**config.mk**
```make
export PLATFORM = sky130hd
export DESIGN_NAME = demux_stream_router
export DESIGN_NICKNAME = d
export VERILOG_FILES = /design/src/rtl/demux_stream_router_pkg.sv /design/src/rtl/demux_stream_router_slot.sv /design/src/rtl/demux_stream_router.sv
export SDC_FILE = /design/constraint.sdc
export NUM_CORES = 1
export LEC_CHECK = 0
export ABC_CLOCK_PERIOD_IN_PS = 1290
export CAP_MARGIN = 0
export CORE_MARGIN = 5
export CORE_UTILIZATION = 37
export DETAILED_ROUTE_END_ITERATION = 10
export PLACE_DENSITY = 0.77
export SLEW_MARGIN = 30
export SYNTH_ARGS = -nofsm -noshare
export SYNTH_HDL_FRONTEND = slang
export SYNTH_HIERARCHICAL = 1
export SYNTH_SLANG_ARGS = --single-unit
```
**constraint.sdc**
```tcl
create_clock -name clk -period 1.29 [get_ports clk]
set_clock_uncertainty 0.1 [all_clocks]
set_input_delay 0.258 -clock clk [delete_from_list [all_inputs] [get_ports clk]]
set_output_delay 0.258 -clock clk [all_outputs]
set_load 0.05 [all_outputs]
```
**src/rtl/demux_stream_router_pkg.sv**
```systemverilog
// -----------------------------------------------------------------------------
// demux_stream_router_pkg
//   Shared definitions for the 1-to-N stream demultiplexer:
//     - default data width and port count
//     - width of the saturating drop counter
//     - per-port slot state encoding
//     - helper that sizes the destination select for a given port count
// -----------------------------------------------------------------------------
package demux_stream_router_pkg;

    localparam int DEFAULT_WIDTH = 8;
    localparam int DEFAULT_N_OUT = 2;
    localparam int DROP_CNT_W    = 8;

    typedef enum logic {
        SLOT_EMPTY = 1'b0,
        SLOT_FULL  = 1'b1
    } slot_state_e;

    // Number of select bits needed to address n ports. At least one bit so a
    // degenerate port count still yields a legal vector width.
    function automatic int sel_width(input int n);
        return (n <= 2) ? 1 : $clog2(n);
    endfunction

endpackage

```
**src/rtl/demux_stream_router_slot.sv**
```systemverilog
// -----------------------------------------------------------------------------
// demux_slot
//   One-entry output register for a single demux port.
//   Ports:
//     clk        rising-edge clock
//     rst        synchronous active-high reset (slot becomes EMPTY, data 0)
//     fill       load fill_data this cycle (only asserted when can_accept)
//     fill_data  word to load
//     out_ready  consumer takes the held word this cycle
//     valid      slot holds a word
//     data       held word (keeps its last value while empty)
//     can_accept slot can take a new word this cycle
// -----------------------------------------------------------------------------
module demux_slot
    import demux_stream_router_pkg::*;
#(
    parameter int WIDTH = DEFAULT_WIDTH
) (
    input  logic             clk,
    input  logic             rst,
    input  logic             fill,
    input  logic [WIDTH-1:0] fill_data,
    input  logic             out_ready,
    output logic             valid,
    output logic [WIDTH-1:0] data,
    output logic             can_accept
);

    slot_state_e      state_reg;
    logic [WIDTH-1:0] data_reg;

    assign valid = (state_reg == SLOT_FULL);
    assign data  = data_reg;

    // A full slot that is being drained this cycle can be refilled in the
    // same cycle, which is what lets a port sustain one word per clock.
    assign can_accept = (state_reg == SLOT_EMPTY) || out_ready;

    always_ff @(posedge clk) begin
        if (rst) begin
            state_reg <= SLOT_EMPTY;
            data_reg  <= '0;
        end else begin
            case (state_reg)
                SLOT_EMPTY: begin
                    if (fill) begin
                        state_reg <= SLOT_FULL;
                        data_reg  <= fill_data;
                    end
                end
                SLOT_FULL: begin
                    // Drain-then-fill: a simultaneous fill replaces the word.
                    if (fill) begin
                        data_reg <= fill_data;
                    end else if (out_ready) begin
                        state_reg <= SLOT_EMPTY;
                    end
                end
                default: begin
                    state_reg <= SLOT_EMPTY;
                end
            endcase
        end
    end

endmodule

```
**src/rtl/demux_stream_router.sv**
```systemverilog
// -----------------------------------------------------------------------------
// demux_stream_router
//   Registered 1-to-N stream demultiplexer with valid/ready handshakes. Each
//   input word is routed to exactly one output port chosen by in_sel; every
//   port has a one-entry output register so consumers can stall independently.
//   Words addressed to a non-existent port are accepted and discarded.
//   Ports:
//     clk, rst      clock, synchronous active-high reset
//     in_valid      input word present
//     in_ready      block accepts the word this cycle (combinational)
//     in_data       input word
//     in_sel        destination port index
//     out_valid[k]  port k holds a word
//     out_ready[k]  consumer k takes the word this cycle
//     out_data      port k data at [k*WIDTH +: WIDTH]
//     sel_err       one-cycle pulse per dropped (out-of-range) word
//     drop_cnt      saturating count of dropped words
// -----------------------------------------------------------------------------
module demux_stream_router
    import demux_stream_router_pkg::*;
#(
    parameter int WIDTH = DEFAULT_WIDTH,
    parameter int N_OUT = DEFAULT_N_OUT,
    parameter int SEL_W = sel_width(N_OUT)
) (
    input  logic                   clk,
    input  logic                   rst,
    input  logic                   in_valid,
    output logic                   in_ready,
    input  logic [WIDTH-1:0]       in_data,
    input  logic [SEL_W-1:0]       in_sel,
    output logic [N_OUT-1:0]       out_valid,
    input  logic [N_OUT-1:0]       out_ready,
    output logic [N_OUT*WIDTH-1:0] out_data,
    output logic                   sel_err,
    output logic [DROP_CNT_W-1:0]  drop_cnt
);

    localparam int SEL_SPAN = 1 << SEL_W;
    // One extra bit so N_OUT itself is representable when it is a power of two.
    localparam logic [SEL_W:0] N_OUT_EXT = (SEL_W + 1)'(N_OUT);

    logic [N_OUT-1:0]    can_accept;
    logic [N_OUT-1:0]    fill_vec;
    logic [SEL_SPAN-1:0] can_accept_pad;
    logic                sel_in_range;
    logic                in_xfer;
    logic                drop;

    logic                  sel_err_reg;
    logic [DROP_CNT_W-1:0] drop_cnt_reg;

    assign sel_in_range = ({1'b0, in_sel} < N_OUT_EXT);

    // Pad the per-port accept flags out to every encodable select value so the
    // in_ready mux never indexes past the end of the vector. Padding entries
    // are never used because out-of-range selects take the other mux arm.
    always_comb begin
        can_accept_pad               = '0;
        can_accept_pad[N_OUT-1:0]    = can_accept;
    end

    // Only the addressed port's state participates; other ports stalling has
    // no effect on acceptance.
    assign in_ready = !rst && (sel_in_range ? can_accept_pad[in_sel] : 1'b1);
    assign in_xfer  = in_valid && in_ready;
    assign drop     = in_xfer && !sel_in_range;

    generate
        for (genvar gi = 0; gi < N_OUT; gi++) begin : g_slot
            assign fill_vec[gi] = in_xfer && (in_sel == SEL_W'(gi));

            demux_slot #(
                .WIDTH (WIDTH)
            ) u_slot (
                .clk        (clk),
                .rst        (rst),
                .fill       (fill_vec[gi]),
                .fill_data  (in_data),
                .out_ready  (out_ready[gi]),
                .valid      (out_valid[gi]),
                .data       (out_data[gi*WIDTH +: WIDTH]),
                .can_accept (can_accept[gi])
            );
        end
    endgenerate

    // Drop reporting: sel_err mirrors the previous cycle's drop, so a run of
    // consecutive drops keeps it high continuously.
    always_ff @(posedge clk) begin
        if (rst) begin
            sel_err_reg  <= 1'b0;
            drop_cnt_reg <= '0;
        end else begin
            sel_err_reg <= drop;
            if (drop && (drop_cnt_reg != {DROP_CNT_W{1'b1}})) begin
                drop_cnt_reg <= drop_cnt_reg + 1'b1;
            end
        end
    end

    assign sel_err  = sel_err_reg;
    assign drop_cnt = drop_cnt_reg;

endmodule

```
# After elaboration in Yosys (flattened, before gate mapping)
# Cells that the tools add are included.
# op_classes
muxes	12
n_lt_le_gt_ge	1
bitwise	3
n_reduce_logical	7
# op_table
operator	n
$mux 8	2
$mux 1	8
$logic_and 1x1->1	4
$pmux 1 s2	2
$not 1->1	3
$logic_or 1x1->1	2
$lt 1x2->1 const B	1
$logic_not 1->1	1
# word_totals
elab_cells	27
regBits	18
inputBits	14
out_inout_bits	28

# Longest topological paths before layout
# depth
ltp_word	9
mapped_depth	6
mapped_depth_nobuf	5

# Modules after synthesis
# The synthesis kept the hierarchy.
# by_module_without_submodules
module	seq_area_each_um2	area_each_um2	n_inst	cells_each
demux_slot	180.2	321.6	2	30
demux_stream_router	0.0	118.9	1	16

# Least setup slack after synthesis
# Ideal clock, no wire load.
# synth_path
path_type	register -> output
startpoint	register g_slot[0].u_slot.state_reg
endpoint	output in_ready
arrival_ns	1.223
required_time_ns	0.932
path_buffers	0
setup_slack_ns	-0.291
stages_incl_launch_ff	4
cell_sequence	dfxtp_1 nand2b_1 nand2b_4 a21oi_2
# synth_via
elab_chain_cells	5
# synth_rtl
item	line_no	source
start: declaration	demux_stream_router_slot.sv:29	slot_state_e state_reg;
start signal: assignment	demux_stream_router_slot.sv:41	state_reg <= SLOT_EMPTY;
start signal: assignment	demux_stream_router_slot.sv:47	state_reg <= SLOT_FULL;
start signal: assignment	demux_stream_router_slot.sv:56	state_reg <= SLOT_EMPTY;
$not 1->1	demux_stream_router_slot.sv:37	assign can_accept = (state_reg == SLOT_EMPTY) || out_ready;
$logic_or 1x1->1	demux_stream_router_slot.sv:37	
net can_accept[0]	demux_stream_router.sv:43	logic [N_OUT-1:0] can_accept;
$mux 1 (implied by the code) (2 in a row)	demux_stream_router.sv:65	assign in_ready = !rst && (sel_in_range ? can_accept_pad[in_sel] : 1'b1);
$logic_and 1x1->1	demux_stream_router.sv:65	
end: declaration	demux_stream_router.sv:29	output logic in_ready,
# The timed path passes the listed nets, and every way through them passes these cells. The select of a mux whose other input is x is not followed.

# Final worst setup path
# Ends and elaborated chain as after synthesis.

==> flow_summary.toml <==
[logic_synthesis]
synth-edff-count = 0
synthTopCellsByCount = "dfxtp_1 (18), nor2_1 (18), mux2i_1 (16), buf_4 (9)"
synth_largest_area_cell = "dfxtp_1"
synth_cell_types = 13
synthCells = 76
synthFlopType = "dfxtp_1"
synth_top_area_frac = 0.4729
ys_warn_count = 6
postSynth.asyncResetShare = 0
ys_ff_latch = 18
yosysSeqAreaShare = 0.4729
avgSynthCellArea_um2 = 10.03
synth_area_leaders = "dfxtp_1 (47%), mux2i_1 (21%), buf_4 (8.9%)"
netlist_area_um2 = 762.0

[timing]
worst_slack_ns = -0.2586
setup_viol = 10
rsz0062_at_grt = "yes"
hold_viol_final = 0
min_period_ns = 1.549
slew_violations = 0
fin_crit_sh = 1.200
fmax_mhz = 645.7

[placement]
post-place-ws_ns = -0.4883
place_area_um2 = 1319
gp_congestion = 0.6462
port_buffers = 32
hpwlAfterDp_um = 1461

[cells_and_area]
utilization = 0.7264
areaGrowthSynthToFinish_pct = 87.03
nNetsFinal = 133
drive_gt1_frac = 0.3729
largest_register_ffs = 16
stdcell_area_um2 = 1425
insertedDiodeCount = 0

[global_routing]
grt_antenna_before_repair = 0
grt-ovfl-total = 0
grt_pass1_wl_um = 3063
grt_use_total = 0.1248
grt_max_degree = 20
grt_pass1_vias = 670

[worst_hold_path]
hold_path_class = "in2reg"

[route]
post_drt_wl_per_cell_um = 13.07
num_vias = 624
wirelength_um = 1895
detail_route.vias_per_cell = 4.303
dr.pass1.iters = 1
first_iter_violations = 0
ant_nets = 0
drcViolationCount = 0

[setup_path]
end_kind = "primary output"
reg2reg_slack_ns = -0.19
start_kind = "flip-flop"
path_class = "reg2out"
required_ns = 0.93
crit_fanout = 2
worstPathArrival_ns = 1.19

[power]
power.density_nw_per_um2 = 880.5
max-vdd-ir-drop_mv = 0.8201
p_leak_nw = 0.5916

[die]
placementRows = 16
chipWidth_um = 55.38
dieArea_um2 = 3067
die_h_um = 55.38
coreArea_um2 = 1962
ios = 42
start_util = 0.3884

[clock_network]
clkLatencyLatePin_ns = 0.28
clock_sinks = 18
htreeDepth = 1
root_buffer = "clkbuf_4"
clkTransAtPathRegs_ns = 0.10
cts_tree = "built"
clockBufferDepth = 2
cts_made_buffers = 3

[outcome]
status = "finished, violations left"
violations = "negative setup slack"

[job]
maxCapViolCount = 0
[power by group]
part | leakage, nW | internal [mW] | switching, mW
sequential | 0.148 | 0.573 | 0.0201
combinational | 0.429 | 0.169 | 0.206
clock | 0.0150 | 0.120 | 0.167
total | 0.592 | 0.862 | 0.393
[critical path, cell delays in order, from the launching register on]
cell	delay [ns]
dfxtp_4	0.36
nand2b_4	0.08
nand2b_4	0.06
buf_6	0.12
a21oi_4	0.14
buf_12	0.15
[cell type report]
cell class / count / area, um^2
inverter: 2 / 7.507
clock buffer: 4 / 26.28
multi-input combinational: 51 / 372.9
tap: 27 / 33.78
sequential: 18 / 367.9
fill: 152 / 536.8
timing repair buffer: 43 / 616.8
[timing repair]
item	4_1_cts	5_1_grt
buffers inserted	2	1
resized for setup	17	3
pin swaps	2	4
setup endpoints to repair	18	18
hold buffers	0	0
[path summary, 6_finish.rpt]
kind,from,endpoint,depth (start not counted)
max reg2reg,g_slot[0].u_slot/valid,g_slot[0].u_slot/data[0],8
min,out_ready[0],g_slot[0].u_slot/valid,3
max,g_slot[0].u_slot/valid,in_ready,5
min reg2reg,g_slot[0].u_slot/valid,g_slot[0].u_slot/valid,2
[cells in the final DEF (no fill, tap or decap)]
| cell type | instances |
|---|---|
| clkbuf_1 | 1 |
| dfxtp_1 | 16 |
| nand2_4 | 1 |
| nor2_1 | 16 |
| nand2b_4 | 4 |
| clkbuf_4 | 3 |
| buf_6 | 7 |
| nor2_4 | 2 |
| clkdlybuf4s50_1 | 8 |
| buf_4 | 4 |
| mux2i_2 | 1 |
| buf_12 | 19 |
| inv_1 | 2 |
| dfxtp_4 | 2 |
| mux2i_1 | 15 |
| conb_1 | 9 |
| dlygate4sd2_1 | 4 |
| a21oi_1 | 2 |
| a21oi_4 | 1 |
| dlymetal6s2s_1 | 1 |
[metrics by stage]
step | hold slack (ns) | power [mW] | setup TNS (ns) | cells
after floorplan | 0.3052 | 0.8172 | 0 | 84
after global placement | 0.4090 | 0.9546 | -6.949 | 138
after detailed placement | 0.4170 | 0.9602 | -7.968 | 138
after CTS | 0.2852 | 1.256 | -0.3981 | 144
after global routing | 0.3079 | 1.307 | -2.209 | 145
final | 0.2989 | 1.255 | -1.521 | 145
[layer usage]
| metal | global-route usage | wire length (um) | up-vias |
|---|---|---|---|
| met3 | 0.07226 | 235 | 0 |
| li1 | - | - | 308 |
| met4 | 0.03125 | 0 | 0 |
| met2 | 0.2061 | 986 | 27 |
| met5 | 0 | 0 | - |
| met1 | 0.1366 | 673 | 289 |
[logic make-up (layout without fill, tap and decap cells)]
group	Yosys count	count (layout)	synth area share
and+or+nand+nor	23	23	0.1461
AOI/OAI and AO/OA	3	3	0.02463
other	1	9	0.004921
muxes	16	16	0.2102
buffers and inverters	15	49	0.1412
DFF	18	18	0.4729
No activity file was read; power rests on OpenSTA's default activity.
